## src/rtl/ps2_pkg.sv

```systemverilog
// Shared constants, FSM state type and parity helper for the PS/2 keyboard decoder.
package ps2_pkg;

  localparam logic [7:0] PS2_EXT = 8'hE0;
  localparam logic [7:0] PS2_REL = 8'hF0;

  localparam int KEY_EXT     = 8;
  localparam int KEY_PRESSED = 9;
  localparam int KEY_TOGGLE  = 10;

  typedef enum logic [1:0] {
    IDLE,
    DATA,
    PARITY,
    STOP
  } ps2_state_e;

  // PS/2 uses odd parity over the eight data bits plus the parity bit.
  function automatic logic oddParityOk(input logic [7:0] data, input logic parity);
    return ^{data, parity};
  endfunction

endpackage

```

## src/rtl/ps2_line_filter.sv

```systemverilog
// Two-flop synchronizer followed by a level filter that only accepts a new
// level after FILTER_LEN consecutive equal synchronized samples.
module ps2_line_filter #(
  parameter int FILTER_LEN = 8
) (
  input  logic clk_i,
  input  logic rst_ni,
  input  logic line_i,
  output logic line_o
);

  localparam int CW = (FILTER_LEN > 1) ? $clog2(FILTER_LEN + 1) : 1;

  logic          sync1_q;
  logic          sync2_q;
  logic          level_q;
  logic          level_d;
  logic [CW-1:0] cnt_q;
  logic [CW-1:0] cnt_d;

  always_ff @(posedge clk_i or negedge rst_ni) begin
    if (!rst_ni) begin
      sync1_q <= 1'b1;
      sync2_q <= 1'b1;
      level_q <= 1'b1;
      cnt_q   <= '0;
    end else begin
      sync1_q <= line_i;
      sync2_q <= sync1_q;
      level_q <= level_d;
      cnt_q   <= cnt_d;
    end
  end

  // Any sample that agrees with the current level restarts the run.
  always_comb begin
    level_d = level_q;
    cnt_d   = '0;
    if (sync2_q != level_q) begin
      if (cnt_q == CW'(FILTER_LEN - 1)) begin
        level_d = sync2_q;
      end else begin
        cnt_d = cnt_q + CW'(1);
      end
    end
  end

  assign line_o = level_q;

endmodule

```

## src/rtl/ps2_key_decoder.sv

```systemverilog
// PS/2 keyboard receiver: filters both lines, deframes 11-bit frames and
// folds E0/F0 prefixes into an 11-bit key event word.
module ps2_key_decoder
  import ps2_pkg::*;
#(
  parameter int FILTER_LEN  = 8,
  parameter int TIMEOUT_CYC = 48000
) (
  input  logic        clk_sys,
  input  logic        reset_n,
  input  logic        ps2_clk,
  input  logic        ps2_data,
  output logic [10:0] ps2_key,
  output logic [7:0]  rx_byte,
  output logic        rx_valid,
  output logic        parity_err,
  output logic        frame_err
);

  localparam int TW = $clog2(TIMEOUT_CYC + 1);

  logic clkF;
  logic dataF;

  ps2_line_filter #(.FILTER_LEN(FILTER_LEN)) uClkFilter (
    .clk_i (clk_sys),
    .rst_ni(reset_n),
    .line_i(ps2_clk),
    .line_o(clkF)
  );

  ps2_line_filter #(.FILTER_LEN(FILTER_LEN)) uDataFilter (
    .clk_i (clk_sys),
    .rst_ni(reset_n),
    .line_i(ps2_data),
    .line_o(dataF)
  );

  ps2_state_e    state_q, state_d;
  logic          clkPrev_q;
  logic [2:0]    bitCnt_q, bitCnt_d;
  logic [7:0]    shift_q, shift_d;
  logic          parity_q, parity_d;
  logic [TW-1:0] tmo_q, tmo_d;
  logic          ext_q, ext_d;
  logic          rel_q, rel_d;
  logic [10:0]   key_q, key_d;
  logic [7:0]    rxByte_q, rxByte_d;
  logic          rxValid_q, parityErr_q, frameErr_q;

  logic fall;
  logic timeout;
  logic stopFall;
  logic parOk;
  logic byteOk;
  logic parityBad;
  logic frameBad;

  assign fall     = clkPrev_q & ~clkF;
  assign timeout  = (state_q != IDLE) && !fall && (tmo_q == TW'(TIMEOUT_CYC - 1));
  assign stopFall = (state_q == STOP) && fall;
  assign parOk    = oddParityOk(shift_q, parity_q);

  always_ff @(posedge clk_sys or negedge reset_n) begin
    if (!reset_n) begin
      state_q <= IDLE;
    end else begin
      state_q <= state_d;
    end
  end

  always_comb begin
    state_d = state_q;
    case (state_q)
      IDLE:    if (fall && !dataF) state_d = DATA;
      DATA:    if (fall && bitCnt_q == 3'd7) state_d = PARITY;
      PARITY:  if (fall) state_d = STOP;
      STOP:    if (fall) state_d = IDLE;
      default: state_d = IDLE;
    endcase
    if (timeout) state_d = IDLE;
  end

  // Parity wins over a bad stop bit so an aborted frame raises exactly one error.
  always_comb begin
    byteOk    = stopFall && parOk && dataF;
    parityBad = stopFall && !parOk;
    frameBad  = timeout
             || (stopFall && parOk && !dataF)
             || (state_q == IDLE && fall && dataF);
  end

  always_comb begin
    bitCnt_d = bitCnt_q;
    shift_d  = shift_q;
    parity_d = parity_q;
    tmo_d    = '0;
    if (state_q != IDLE && !fall && !timeout) tmo_d = tmo_q + TW'(1);
    case (state_q)
      IDLE: if (fall && !dataF) begin
        bitCnt_d = '0;
        shift_d  = '0;
      end
      DATA: if (fall) begin
        shift_d  = {dataF, shift_q[7:1]};
        bitCnt_d = bitCnt_q + 3'd1;
      end
      PARITY: if (fall) parity_d = dataF;
      default: ;
    endcase
  end

  always_comb begin
    ext_d    = ext_q;
    rel_d    = rel_q;
    key_d    = key_q;
    rxByte_d = rxByte_q;
    if (byteOk) begin
      rxByte_d = shift_q;
      if (shift_q == PS2_EXT) begin
        ext_d = 1'b1;
      end else if (shift_q == PS2_REL) begin
        rel_d = 1'b1;
      end else begin
        key_d[7:0]         = shift_q;
        key_d[KEY_EXT]     = ext_q;
        key_d[KEY_PRESSED] = ~rel_q;
        key_d[KEY_TOGGLE]  = ~key_q[KEY_TOGGLE];
        ext_d              = 1'b0;
        rel_d              = 1'b0;
      end
    end else if (parityBad || frameBad) begin
      ext_d = 1'b0;
      rel_d = 1'b0;
    end
  end

  always_ff @(posedge clk_sys or negedge reset_n) begin
    if (!reset_n) begin
      clkPrev_q   <= 1'b1;
      bitCnt_q    <= '0;
      shift_q     <= '0;
      parity_q    <= 1'b0;
      tmo_q       <= '0;
      ext_q       <= 1'b0;
      rel_q       <= 1'b0;
      key_q       <= '0;
      rxByte_q    <= '0;
      rxValid_q   <= 1'b0;
      parityErr_q <= 1'b0;
      frameErr_q  <= 1'b0;
    end else begin
      clkPrev_q   <= clkF;
      bitCnt_q    <= bitCnt_d;
      shift_q     <= shift_d;
      parity_q    <= parity_d;
      tmo_q       <= tmo_d;
      ext_q       <= ext_d;
      rel_q       <= rel_d;
      key_q       <= key_d;
      rxByte_q    <= rxByte_d;
      rxValid_q   <= byteOk;
      parityErr_q <= parityBad;
      frameErr_q  <= frameBad;
    end
  end

  assign ps2_key    = key_q;
  assign rx_byte    = rxByte_q;
  assign rx_valid   = rxValid_q;
  assign parity_err = parityErr_q;
  assign frame_err  = frameErr_q;

endmodule

```

## config.mk

```make
export PLATFORM = sky130hd
export DESIGN_NAME = ps2_key_decoder
export DESIGN_NICKNAME = d
export VERILOG_FILES = /design/src/rtl/ps2_pkg.sv /design/src/rtl/ps2_line_filter.sv /design/src/rtl/ps2_key_decoder.sv
export SDC_FILE = /design/constraint.sdc
export NUM_CORES = 1
export LEC_CHECK = 0
export CORE_UTILIZATION = 52
export DETAILED_ROUTE_END_ITERATION = 8
export HOLD_SLACK_MARGIN = 0.15
export PLACE_DENSITY = 0.74
export SLEW_MARGIN = 10
export SYNTH_ARGS = -nofsm -noshare
export SYNTH_HDL_FRONTEND = slang
export SYNTH_SLANG_ARGS = --single-unit
```

## constraint.sdc

```tcl
create_clock -name clk_sys -period 2.2 [get_ports clk_sys]
set_clock_uncertainty 0.1 [all_clocks]
set_input_delay 0.44 -clock clk_sys [delete_from_list [all_inputs] [get_ports clk_sys]]
set_output_delay 0.44 -clock clk_sys [all_outputs]
set_load 0.05 [all_outputs]
```

# == Word-level counts from Yosys, hierarchy flattened ==
# Index checks and enable logic that the tools add are counted.
# Widths: inputs -> output; s select.
# totals
inputBits,4
out_inout_bits,22
regBits,69
# classes
mux,24
add_sub_neg,4
n_eq_ne,19
n_bitwise,6
n_reduce_logical,32
# op_table
op,count
$add 16x1->16 const B,1
$eq 16x16->1 const B,1
$eq 8x8->1 const B,2
$mux 16,1
$mux 4,4
$mux 8,2
$pmux 8 s2,1
$ne 3x3->1 const B,5
$logic_and 1x1->1,12
$mux 2,5
$reduce_and 2->1,5
$reduce_xor 9->1,1
$add 4x1->4 const B,2
$eq 4x3->1 const B,2
$pmux 2 s4,1
$mux 1,7
$mux 3,2
$ne 2x2->1 const B,3
$pmux 3 s2,1
$reduce_and 3->1,2
$reduce_bool 2->1,3
$not 1->1,5
$eq 2x2->1 const B,2
$logic_not 1->1,4
other kinds (8),11

# == Depth between registers and ports, before layout ==
# depth
word_depth,10
mapped_depth,8
depth_no_buf,8

# == Cells and area by module ==
# Synthesis repeated with hierarchy kept, for this count alone.
# unflattened
hier_cells,301
hier_area_um2,3233.1
# by_module_without_submodules
module,n_inst,seq_area_each_um2,area_per_inst_um2,cells_each
ps2_key_decoder,1,1377.6,2655.0,263
ps2_line_filter,2,178.9,289.0,19

# == Worst setup path before layout ==
# OpenSTA, ideal clock, no wires.
# synth_path
kind,reg2reg
from,register shift_q[3]
to,"register rxByte_q[0], in the netlist rx_byte[0]"
slack_ns,-0.121
synth_period_minus_slack_ns,2.321
path_buffers,2
arrival_time_ns,2.096
stages_incl_launch_ff,9
path_cell_list,dfrtp_1 -> buf_2 -> xor2_1 -> xnor3_2 -> xor2_2 -> xnor2_2 -> nor2_2 -> buf_6 -> mux2_4
# synth_between
elab_chain_cells,3
# synth_rtl
element,line_no,text
from (decl),ps2_key_decoder.sv:42,"logic [7:0] shift_q, shift_d;"
from (signal assigned),ps2_key_decoder.sv:155,shift_q <= shift_d;
$reduce_xor 9->1,ps2_pkg.sv:20,"return ^{data, parity};"
$logic_and 1x1->1 (2 in a row),ps2_key_decoder.sv:86,byteOk = stopFall && parOk && dataF;
net byteOk,ps2_key_decoder.sv:55,logic byteOk;
to (signal assigned),ps2_key_decoder.sv:161,rxByte_q <= rxByte_d;
to (decl),ps2_key_decoder.sv:48,"logic [7:0] rxByte_q, rxByte_d;"
# The timed path passes the listed nets, and every way through them passes these cells.
# A chain may end at the register's enable or synchronous reset.

# == Worst setup path in the final report ==
# layout_path
from,register shift_q[0]
to,"register rxByte_q[0], in the netlist rx_byte[0]"
# layout_between
elab_chain_cells,3
# layout_rtl
element,line_no
$reduce_xor 9->1,ps2_pkg.sv:20
$logic_and 1x1->1 (2 in a row),ps2_key_decoder.sv:86
# Several ways; a longest one is shown, not always the timed one.

==> metrics <==
outcome=finished with violations; failing checks=setup timing; vias=2111; Worst Hold Class=reg -> reg; drt first pass iters=4; final std cells w/o fill=409; effective utilization at floorplan=55.56%; VDD IR-drop max=495.7 µV; maxcap violations=0; Critical Path RT=2320 ps; core footprint=5675 µm²; CP Class=reg -> reg; Post-Syn Area=3153 µm²; overall routed net length=5534 µm; unrepaired setup endpoints after global routing=yes; final setup fails=10; number of synthesized flops with an enable pin=0; CP endpoint kind=flip-flop; Tightest Pin Transition=505.9 ps; IO buf count=25; RD Place Congestion=0.7360; internal power=2197 µW; final hold vios=0; Clock Tree Buf Depth=2; largest net degree at the start of global routing=70; initial antenna violation count=0; layout cell share with drive strength beyond 1=18.10%; die width=79.87 µm; sequential share of the synthesized area=55.04%; Top Ports=26; fin util=67.22%; gr usage total=20.51%; Synth area leaders=dfrtp_1, dfstp_2, nand2_1, ha_1, xnor2_1; # clock sinks=69; Cell variety after synth=42; Sw Ratio=31.70%; Final nets=346; Main synth FF type=dfrtp_1; htree depth=3; fmax=446.6 MHz; max-slew violations=0; Rel. slew slack=66.17%; P_leak=0.001725 µW; Final HPWL DP=3770 µm; clock network power share=27.1%; Remaining DRCs=0; Reg2Reg Setup Slack=-40 ps; Die ar.=6379 µm²; DP Cell Count=392; Syn Area/Cell=10.91 µm²; fin worst setup slack=-39.09 ps; post-synthesis net count=303; Cell Rows=27; post-synthesis async set-or-reset flop share=100.0%; Setup TNS Final=-296.6 ps; Routed Antenna Nets=0; Combinational Power Share=24.2%; first-pass GRT wire length=9908 µm; Flop pwr share=48.8%; Worst-path clk slew=70 ps; crit path DAT=2360 ps; sw power=1020 µW; Synth top area share=49.21%; chip height=79.87 µm; gr ovfl total=0; mean number of vias per cell=5.161; min cycle time layout=2239 ps; clock root cell=clkbuf_8; DR iter-0 viols=78; Critical Path Start Type=flip-flop; n_diodes=0; Hold Path Depth=0; cell count after synthesis=289; Synth warnings=0; leading area contributor after synthesis=dfrtp_1; Clock Latency Late Sink=340 ps; Worst Hold Margin=257.8 ps; pwr dens=843.3 nW/µm²; reg2reg path depth=7; period utilization=101.8%; Yosys reg bits=69; Area growth syn-to-layout=20.99%; vias in the first global route=2271; CTS tree=done; Critical Path Fanout Max=13; CTS Buf Count=9; wire length per cell=13.53 µm
[registers in the layout, summed over array words and instances (netlist names), 2 cells and up]
register           cells
bitCnt_q               3
ps2_key               11
rx_byte                8
shift_q                8
state_q                2
tmo_q                 16
uClkFilter.cnt_q       4
uDataFilter.cnt_q      4
[area by class of cell]
| type | instances | area (µm²) |
|---|---|---|
| tap | 72 | 90.09 |
| clock inverter | 2 | 10.01 |
| multi-input combinational | 201 | 1378 |
| sequential | 69 | 1735 |
| clock buffer | 14 | 152.6 |
| fill | 448 | 1861 |
| inverter | 6 | 22.52 |
| timing repair buffer | 45 | 426.7 |
[cells in the mapped netlist (all sizes together), types with 3 or more instances]
cell,n
nor2,32
nand3,10
nor2b,6
a21oi,4
xor2,8
mux2,15
xnor2,16
inv,6
dfrtp,62
o31ai,3
dfstp,7
o21ai,21
clkbuf,11
nand2,38
a22o,6
ha,10
nor3,9
and3,4
[through the flow]
stage                     total power [µW]  worst slack (ps)  area, µm²
after floorplan                       2131            -111.8       3172
after global placement                2335           -0.9246       3603
after detailed placement              2361            -73.25       3603
after CTS                             3239            -46.80       3790
after global routing                  3459            -141.3       3815
final                                 3217            -39.09       3815
[metal layers]
layer	vias to the layer above	wire length, µm	global-route usage [%]
met4	0	121	10.18
met1	1009	2650	25.62
met2	25	2640	34.10
met3	11	121	3.771
met5	-	0	0
li1	1066	-	-
[critical path, stage by stage, from the launching register on]
cell and delay [ps]:
dfrtp_1 390, xnor2_1 170, xnor3_2 500, xor2_2 190, xnor2_2 160, nor2_2 160
buf_12 160, mux2_4 300
[worst paths after layout]
kind,from,endpoint
worst max-delay path,shift_q[0]$_DFFE_PN0P_,rx_byte[0]$_DFFE_PN0P_
min in group asynchronous,reset_n,uDataFilter.cnt_q[2]$_DFF_PN0_
worst min-delay path,uDataFilter.sync1_q$_DFF_PN1_,uDataFilter.sync2_q$_DFF_PN1_
worst max register to register,shift_q[0]$_DFFE_PN0P_,rx_byte[0]$_DFFE_PN0P_
worst min register to register,uDataFilter.sync1_q$_DFF_PN1_,uDataFilter.sync2_q$_DFF_PN1_
max in group asynchronous,reset_n,uDataFilter.sync2_q$_DFF_PN1_
[logic make-up after synthesis]
logic type / count (synthesis) / share of synthesized area (%)
simple gates: 111 / 16.11
flops: 69 / 55.04
compound gates: 38 / 7.659
xor+xnor: 25 / 8.135
buf+inv: 19 / 2.619
mux: 17 / 6.468
fa+ha+maj: 10 / 3.968
[power by group through the flow]
stage	Clock, µW	Sequential, µW	Combinational (µW)
floorplan	0	1540	596
global placement	0	1590	748
detailed placement	0	1590	771
CTS	895	1570	776
global route	961	1590	911
finish	870	1570	778
[layout by cell type, fill, tap and decap left out, drive strengths merged, types with 2 or more instances in the layout]
cell           synthesis  final
a21oi                  4      4
a22o                   6      6
and3                   4      4
and4                   2      2
buf                    2     20
clkbuf                11     14
clkdlybuf4s50          0     24
clkinv                 0      2
dfrtp                 62     62
dfstp                  7      7
ha                    10     10
inv                    6      6
mux2                  15     15
mux2i                  2      2
nand2                 38     38
nand3                 10     10
nand4                  2      2
nor2                  32     32
nor2b                  6      6
nor3                   9      9
o21ai                 21     21
o31ai                  3      3
or3                    2      2
xnor2                 16     16
xor2                   8      8
[timing repair]
action,CTS,global route
hold buffers,1,0
pin swaps,1,1
hold endpoints to repair,62,0
gates resized for setup,4,5
endpoints found under the setup margin,16,17
buffers inserted,0,0
Note: power is estimated with default switching activity, not from simulation.
